==> config.mk <==
export PLATFORM = sky130hd
export DESIGN_NAME = crossbar4x4_sched
export DESIGN_NICKNAME = d
export VERILOG_FILES = /design/src/rtl/crossbar4x4_sched.sv
export SDC_FILE = /design/constraint.sdc
export NUM_CORES = 1
export LEC_CHECK = 0
export BUFFER_PORTS_ARGS = -buffer_cell sky130_fd_sc_hd__buf_4
export CAP_MARGIN = 10
export CELL_PAD_IN_SITES_DETAIL_PLACEMENT = 0
export CELL_PAD_IN_SITES_GLOBAL_PLACEMENT = 1
export CORE_ASPECT_RATIO = 1.4
export CORE_MARGIN = 2
export CORE_UTILIZATION = 48
export DETAILED_ROUTE_END_ITERATION = 8
export GPL_TIMING_DRIVEN = 0
export PLACE_DENSITY_LB_ADDON = 0.1
export SYNTH_ARGS = -nofsm -noshare
export SYNTH_HDL_FRONTEND = slang
export SYNTH_SLANG_ARGS = --single-unit
==> constraint.sdc <==
create_clock -name clk -period 6 [get_ports clk]
set_input_delay 1.2 -clock clk [delete_from_list [all_inputs] [get_ports clk]]
set_output_delay 1.2 -clock clk [all_outputs]
set_load 0.01 [all_outputs]
==> src/rtl/crossbar4x4_sched.sv <==
`default_nettype none
// ============================================================================
//  Module   : crossbar4x4_sched
//  Purpose  : Round-robin burst scheduler for a 4x4 crossbar. Each of four
//             requesters names one destination output. Every output runs its
//             own IDLE/BUSY arbiter, grants one requester for BURST_LEN beats,
//             and then rotates priority to the next requester.
//  Ports    : clk, rst           - clock, asynchronous active-high reset
//             req_vld[3:0]       - requester i wants a burst
//             req_dst[7:0]       - [2i+1:2i] destination output of requester i
//             out_rdy[3:0]       - output j sink accepts a beat this cycle
//             sel1..sel4[1:0]    - crossbar select (owning input) per output
//             out_vld[3:0]       - output j is carrying a granted burst
//             in_rdy[3:0]        - a beat from input i moves this cycle
//             in_last[3:0]       - that beat closes input i's burst
//             in_gnt[3:0]        - input i currently owns an output
//  Revision : 1.0 - initial release
// ============================================================================
module crossbar4x4_sched #(
    parameter int BURST_LEN = 4
) (
    input  logic       clk,
    input  logic       rst,
    input  logic [3:0] req_vld,
    input  logic [7:0] req_dst,
    input  logic [3:0] out_rdy,
    output logic [1:0] sel1,
    output logic [1:0] sel2,
    output logic [1:0] sel3,
    output logic [1:0] sel4,
    output logic [3:0] out_vld,
    output logic [3:0] in_rdy,
    output logic [3:0] in_last,
    output logic [3:0] in_gnt
);

    typedef enum logic [0:0] {
        S_IDLE = 1'b0,
        S_BUSY = 1'b1
    } state_t;

    localparam logic [7:0] c_LAST_BEAT = 8'(BURST_LEN - 1);

    // Per-output state exported from the generate blocks
    logic [3:0] w_busy;
    logic [3:0] w_at_last;
    logic [1:0] w_own [4];

    // Handshake back to requesters: everything derives from registered owner
    // state plus the sink ready, so there is no path from req_* to these.
    always_comb begin
        in_gnt  = '0;
        in_rdy  = '0;
        in_last = '0;
        for (int j = 0; j < 4; j++) begin
            if (w_busy[j]) begin
                in_gnt[w_own[j]] = 1'b1;
                if (out_rdy[j]) begin
                    in_rdy[w_own[j]] = 1'b1;
                    if (w_at_last[j]) begin
                        in_last[w_own[j]] = 1'b1;
                    end
                end
            end
        end
    end

    for (genvar j = 0; j < 4; j++) begin : g_out
        state_t     r_state;
        logic [7:0] r_cnt;
        logic [1:0] r_ptr;
        logic [1:0] r_own;
        logic [3:0] w_elig;
        logic [1:0] w_win;
        logic [1:0] w_idx;

        // Inputs that already own an output are masked, so a requester that
        // retargets req_dst mid-burst cannot grab a second path.
        always_comb begin
            for (int i = 0; i < 4; i++) begin
                w_elig[i] = req_vld[i] & (req_dst[2*i +: 2] == 2'(j)) & ~in_gnt[i];
            end
        end

        // Scan from the farthest offset back to ptr so the closest eligible
        // input after the pointer is the one left standing.
        always_comb begin
            w_win = r_ptr;
            w_idx = r_ptr;
            for (int k = 3; k >= 0; k--) begin
                w_idx = r_ptr + 2'(k);
                if (w_elig[w_idx]) begin
                    w_win = w_idx;
                end
            end
        end

        always_ff @(posedge clk or posedge rst) begin
            if (rst) begin
                r_state <= S_IDLE;
                r_cnt   <= '0;
                r_ptr   <= '0;
                r_own   <= '0;
            end else begin
                case (r_state)
                    S_IDLE: begin
                        if (|w_elig) begin
                            r_state <= S_BUSY;
                            r_own   <= w_win;
                            r_cnt   <= '0;
                            r_ptr   <= w_win + 2'd1;
                        end
                    end
                    S_BUSY: begin
                        // A stalled sink freezes the burst in place
                        if (out_rdy[j]) begin
                            if (r_cnt == c_LAST_BEAT) begin
                                r_state <= S_IDLE;
                                r_cnt   <= '0;
                            end else begin
                                r_cnt <= r_cnt + 8'd1;
                            end
                        end
                    end
                    default: begin
                        r_state <= S_IDLE;
                        r_cnt   <= '0;
                    end
                endcase
            end
        end

        assign w_busy[j]    = (r_state == S_BUSY);
        assign w_at_last[j] = (r_cnt == c_LAST_BEAT);
        assign w_own[j]     = r_own;
    end

    // The select holds the last owner while idle
    assign sel1    = w_own[0];
    assign sel2    = w_own[1];
    assign sel3    = w_own[2];
    assign sel4    = w_own[3];
    assign out_vld = w_busy;

endmodule
`default_nettype wire

==> impl_metrics.csv, run 1 <==
group,metric,value,unit
outcome,outcome,"completed",
yosys,netlist_area,0.00362,mm^2
global_routing,grt_pass1_vias,3234,
global_routing,grt_first_pass_wirelength,15500,um
timing,worst_pin_slew,578,ps
pwr,leakagePower,1.79,nW
clocking,post-cts-setup-buffers,0,
setup_path,reg2reg_slack,3510,ps
setup_path,start_kind,"flop",
pwr,vdd_ir_drop_max,0.223,mV
setup_path,reg2reg_depth,8,
yosys,async_flop_share,100,%
finish,nFillCells,725,
clocking,clockRootBuffer,"clkbuf_8",
placed_design,placedCellCount,576,
pwr,power.density,439,mW/mm^2
timing,finClkSkew,6.54,ps
floorplan,initial_utilization,49.4,%
floorplan,dieWidth,77.4,um
timing,timing.hold.ws,485,ps
routing,wirelength,9300,um
finish,drive_gt1_share,18.9,%
timing,timing.final.max_slew_violations,0,
yosys,synthTopCellsByCount,"dfrtp_1 (52), nor2_1 (49), nand2_1 (47)",
yosys,ys_types,71,
timing,rsz0062_at_grt,"no",
yosys,synth.most_common_cell,"dfrtp_1",
timing,fin_crit,3990,ps
finish,diodes,0,
floorplan,chipHeight,107,um
global_routing,grt_max_degree,32,
clocking,ctsHoldBuffers,0,
global_routing,grt_use_total,23.3,%
setup_path,cp_max_fo,5,
yosys,yosysSeqAreaShare,36.0,%
setup_path,cp-end-kind,"primary output",
routing,drtIter0Drc,202,
yosys,synth_area_leaders,"dfrtp_1 (36%), o21ai_0 (6.4%), nand3_1 (5.1%), nor2_1 (5.1%), nand2_1 (4.9%)",
floorplan,die_area,0.00825,mm^2
global_routing,overflow,0,
yosys,yosys.area.top_type_share,36.0,%
routing,wire_per_inst,15.9,um
placed_design,io_buffers,41,
clocking,cts_inserted_buffers,5,
routing,first_pass_iters,5,
min_path,hold_path_class,"flop to flop",
finish,fin_nets,508,
yosys,avgSynthCellArea,8.27,um^2
clocking,numClockSinks,52,
setup_path,r2r-start,"g_out[2].r_state",
clocking,clkSlewWorstSetupHoldPaths,100,ps
routing,viasPerCell,5.91,
routing,via_count,3454,
timing,fmax,0.250,GHz
setup_path,crit_required,4800,ps
floorplan,rows,37,
finish,fin_cells,584,
clocking,cts_tree,"yes",
yosys,synth_warnings,0,
setup_path,crit_type,"flop to primary output",
setup_path,critPathLaunch,"g_out[2].r_cnt[0]",
timing,fin_tns_setup,0,ps
clocking,cts.path.max_buffers,2,
timing,setup_violations,0,
clocking,h-tree-depth,2,
finish,syn2layout_area_growth,15.0,%
setup_path,rr_endpoint,"g_out[0].r_ptr[1]",
yosys,ys.flop_type,"dfrtp_1",
run,maxCapViolCount,0,
placed_design,routabilityCongestion,0.925,
yosys,syn-instance-count,437,
timing,finalHoldViolCount,0,
timing,slew_headroom,60.4,%
yosys,synth_nets,459,
setup_path,crit_end,"in_last[2]",
yosys,ys_ff_latch,52,
placed_design,place_hpwl,7000,um
clocking,cts_resized,0,
floorplan,core_area,0.00731,mm^2
timing,finalCritPeriodShare,66.6,%
global_routing,antenna_found_initial,0,
floorplan,io-pin-count,42,
routing,ant_nets,0,
routing,drc,0,
setup_path,cp.arrival,2790,ps
clocking,clk_latency,310,ps
yosys,synth-edff-count,0,
yosys,synth_area_leader_cell,"dfrtp_1",
-- logic make-up (layout without fill, tap and decap cells) --
family                     count (synthesis)  after routing  synth area share (%)
DFF                                       52             52                  36.0
muxes                                      4              4                  1.49
AOI/OAI and AO/OA                        123            123                  21.2
adders and majority gates                  4              4                  1.38
and+or+nand+nor                          206            206                  31.7
xor gates and xnor gates                  10             10                  2.42
buffers and inverters                     38             88                  5.81
-- flip-flops by register name (all words and copies together) (netlist names) --
signal	cells
g_out.r_cnt	32
g_out.r_ptr	8
g_out.r_state	4
sel1	2
sel2	2
sel3	2
sel4	2
-- worst min-delay path by stage --
stage	to	start	cells after the start
3_5_place_dp	g_out[1].r_cnt[7]	g_out[1].r_cnt[7]	1
4_1_cts	g_out[1].r_cnt[7]	g_out[1].r_cnt[7]	1
6_report	g_out[1].r_cnt[7]	g_out[1].r_cnt[7]	1
3_3_place_gp	g_out[1].r_cnt[7]	g_out[1].r_cnt[7]	1
2_1_floorplan	g_out[1].r_cnt[7]	g_out[1].r_cnt[7]	1
5_1_grt	g_out[1].r_cnt[7]	g_out[1].r_cnt[7]	1
-- through the flow --
stage | utilization (%) | instance area [um^2] | worst slack (ps) | total power [W]
after CTS | 56.9 | 4160 | 2030 | 0.00183
after global placement | 55.3 | 4050 | 2380 | 0.00160
after detailed placement | 55.6 | 4070 | 2390 | 0.00161
after floorplan | - | 3620 | 2620 | 0.00127
final | 56.9 | 4160 | 2010 | 0.00183
after global routing | 56.9 | 4160 | 1890 | 0.00197
-- critical path: stages, from the launching register on --
cell and delay [ps]:
dfrtp_1 410, ha_1 220, or4b_2 590, or4_1 460, or2_2 360, o2111ai_1 270
buf_4 180
-- placed cells by master, fill, tap and decap left out, types with 5 or more instances in the layout --
cell type  count
clkbuf_8       6
xor2_1         8
nand2_1       47
clkbuf_1       6
buf_6          6
nand4_1        6
dfrtp_1       52
and3_1         6
buf_4         45
buf_2          5
nand3b_1       8
o21ai_0       46
nand3_1       37
o31ai_1        6
a21oi_1       21
nor2_1        49
o22ai_1        6
nand2b_1       5
o21ai_1        7
inv_1         16
-- power breakdown --
group	switching [W]	internal (W)	total (W)	leakage, nW
combinational	0.000569	0.000459	0.00103	1.09
sequential	0.000124	0.000458	0.000582	0.661
clock	0.000123	0.0000941	0.000217	0.0445
-- layer usage --
metal	part of all wire (%)	global-route usage, %
met5	0	0
met4	1.8	8.67
met3	4.0	3.03
met2	51	40.1
met1	43	29.9
-- final cells by class --
class                   instances  area [um^2]  share of cell area [%]
well taps                      97          121                    2.92
multi-input cells             347         2100                    50.6
inverters                      17         63.8                    1.53
plain buffers                  21          146                    3.52
repair buffers                 42          328                    7.88
flip-flops and latches         52         1300                    31.3
clock buffers                   7         86.3                    2.08
clock inverters                 1         7.51                   0.181
Power figures use the tool's default switching activity.
==> inputs of run 2 (changes only) <==
- CORE_UTILIZATION: 48 -> 40
- clock period: 6 -> 3.2 ns (I/O delays scaled with it)
==> impl_metrics.csv, run 2 (synthesized netlist as in run 1, its figures left out) <==
group,metric,value,unit
global_routing,antenna_found_initial,0,
setup_path,crit_type,"flop to primary output",
clocking,ctsHoldBuffers,0,
routing,drtIter0Drc,216,
placed_design,routabilityCongestion,0.826,
setup_path,start_kind,"flop",
floorplan,rows,41,
global_routing,grt_max_degree,33,
clocking,clk_latency,300,ps
setup_path,cp_cell_sequence,"ha_2, or4b_4, or4_4, or2_4, o2111ai_4, buf_6",
finish,fin_area,0.00430,mm^2
placed_design,io_buffers,41,
placed_design,dpl-instance-area,0.00408,mm^2
finish,layout_common_cells,"dfrtp_1 (52), nor2_1 (49), buf_4 (48), nand2_1 (47), o21ai_0 (45)",
finish,diodes,0,
min_path,hold_path_class,"input pin to async pin",
finish,layout_commonest_cell,"dfrtp_1",
placed_design,place_hpwl,7420,um
clocking,numClockSinks,52,
run,maxCapViolCount,0,
clocking,clockRootBuffer,"clkbuf_16",
routing,viasPerCell,5.88,
setup_path,cp-end-kind,"primary output",
setup_path,crit_required,2560,ps
routing,wl_met2,4930,um
pwr,vdd_ir_drop_max,0.465,mV
finish,drive_gt1_share,20.4,%
pwr,power.density,854,mW/mm^2
clocking,cts_inserted_buffers,5,
routing,wire_per_inst,16.8,um
setup_path,critical_path_depth,6,
floorplan,chipHeight,116,um
finish,reg.largest.list,"g_out.r_cnt (32), g_out.r_ptr (8), g_out.r_state (4)",
routing,top_layer,"met4",
timing,finalCritPeriodShare,97.8,%
timing,slew_headroom,54.4,%
timing,fmax,0.320,GHz
floorplan,io-pin-count,42,
setup_path,path_buf_inv,1,
setup_path,reg2reg_depth,7,
finish,syn2layout_area_growth,18.9,%
setup_path,worst_path_dominant_cell_family,"simple AND/OR/NAND/NOR gates",
finish,finish.utilization,48.1,%
routing,via_count,3518,
setup_path,crit_path_top_delay_cell,"or4_4",
floorplan,die_area,0.00983,mm^2
floorplan,initial_utilization,40.5,%
routing,wirelength,10000,um
global_routing,grt_first_pass_wirelength,16000,um
routing,wl_met1,4570,um
timing,finClkSkew,4.35,ps
timing,finalHoldViolCount,0,
clocking,cts_tree,"yes",
setup_path,cp.arrival,2490,ps
outcome,outcome,"completed",
global_routing,grt_pass1_vias,3218,
clocking,cts.path.max_buffers,2,
finish,largest_reg_flops,32,
global_routing,overflow,0,
clocking,clkSlewWorstSetupHoldPaths,70,ps
timing,setup_violations,0,
setup_path,cp_max_fo,5,
floorplan,dieWidth,84.4,um
routing,ant_nets,0,
pwr,leakagePower,1.85,nW
finish,regMostFlops,"g_out.r_cnt",
routing,met3WireLength,347,um
timing,fin_crit,3130,ps
setup_path,critPathMaxStageDelay,510,ps
routing,first_pass_iters,5,
finish,fin_nets,512,
timing,worst_pin_slew,665,ps
timing,timing.final.max_slew_violations,0,
finish,nFillCells,901,
floorplan,core_area,0.00893,mm^2
global_routing,grt_use_total,20.5,%
routing,drc,0,
clocking,h-tree-depth,2,
==> run 2: area by class of cell <==
type | instances | area, um^2 | area share (%)
inverters | 17 | 63.8 | 1.48
flip-flops and latches | 52 | 1300 | 30.3
well taps | 107 | 134 | 3.11
repair buffers | 46 | 362 | 8.41
plain buffers | 21 | 146 | 3.41
clock buffers | 7 | 143 | 3.32
clock inverters | 1 | 7.51 | 0.175
multi-input cells | 347 | 2140 | 49.8
==> run 2: final timing paths <==
path	start	endpoint	slack (ps)
max in group asynchronous	rst	g_out[1].r_cnt[1]	2260
worst min-delay path	rst	g_out[0].r_cnt[4]	380
worst min register to register	g_out[1].r_cnt[7]	g_out[1].r_cnt[7]	490
worst max register to register	sel3[0]	g_out[2].r_cnt[1]	700
worst max-delay path	g_out[2].r_cnt[0]	in_last[3]	70
min in group clk	g_out[1].r_cnt[7]	g_out[1].r_cnt[7]	490
==> run 2: layer usage <==
layer  up-vias  global-route usage [%]
met5         -                       0
met4         0                    6.67
met3        18                    2.69
met2        86                    34.7
met1      1707                    27.3
li1       1707                       -
==> run 2: per-stage QoR <==
| stage | instances | hold WS (ps) | setup TNS (ps) | setup WS, ps | power, W |
|---|---|---|---|---|---|
| after floorplan | 437 | 447 | 0 | 381 | 0.00238 |
| after global placement | 585 | 468 | 0 | 116 | 0.00302 |
| after detailed placement | 586 | 483 | 0 | 132 | 0.00305 |
| after CTS | 596 | 389 | 0 | 12.6 | 0.00367 |
| after global routing | 598 | 423 | -0.0158 | -0.0158 | 0.00395 |
| final | 598 | 379 | 0 | 70.3 | 0.00367 |
==> run 2: what timing repair did <==
item | in CTS | in global routing
setup buffers | 2 | 2
endpoints found under the hold margin | 0 | 0
cloned | 0 | 0
pin swaps | 0 | 4
setup endpoints to repair | 4 | 3
gates resized for setup | 5 | 4
==> run 2: power by group <==
| part | internal [W] | switching (W) |
|---|---|---|
| combinational | 0.000897 | 0.00111 |
| clock | 0.000313 | 0.000260 |
| sequential | 0.000861 | 0.000233 |
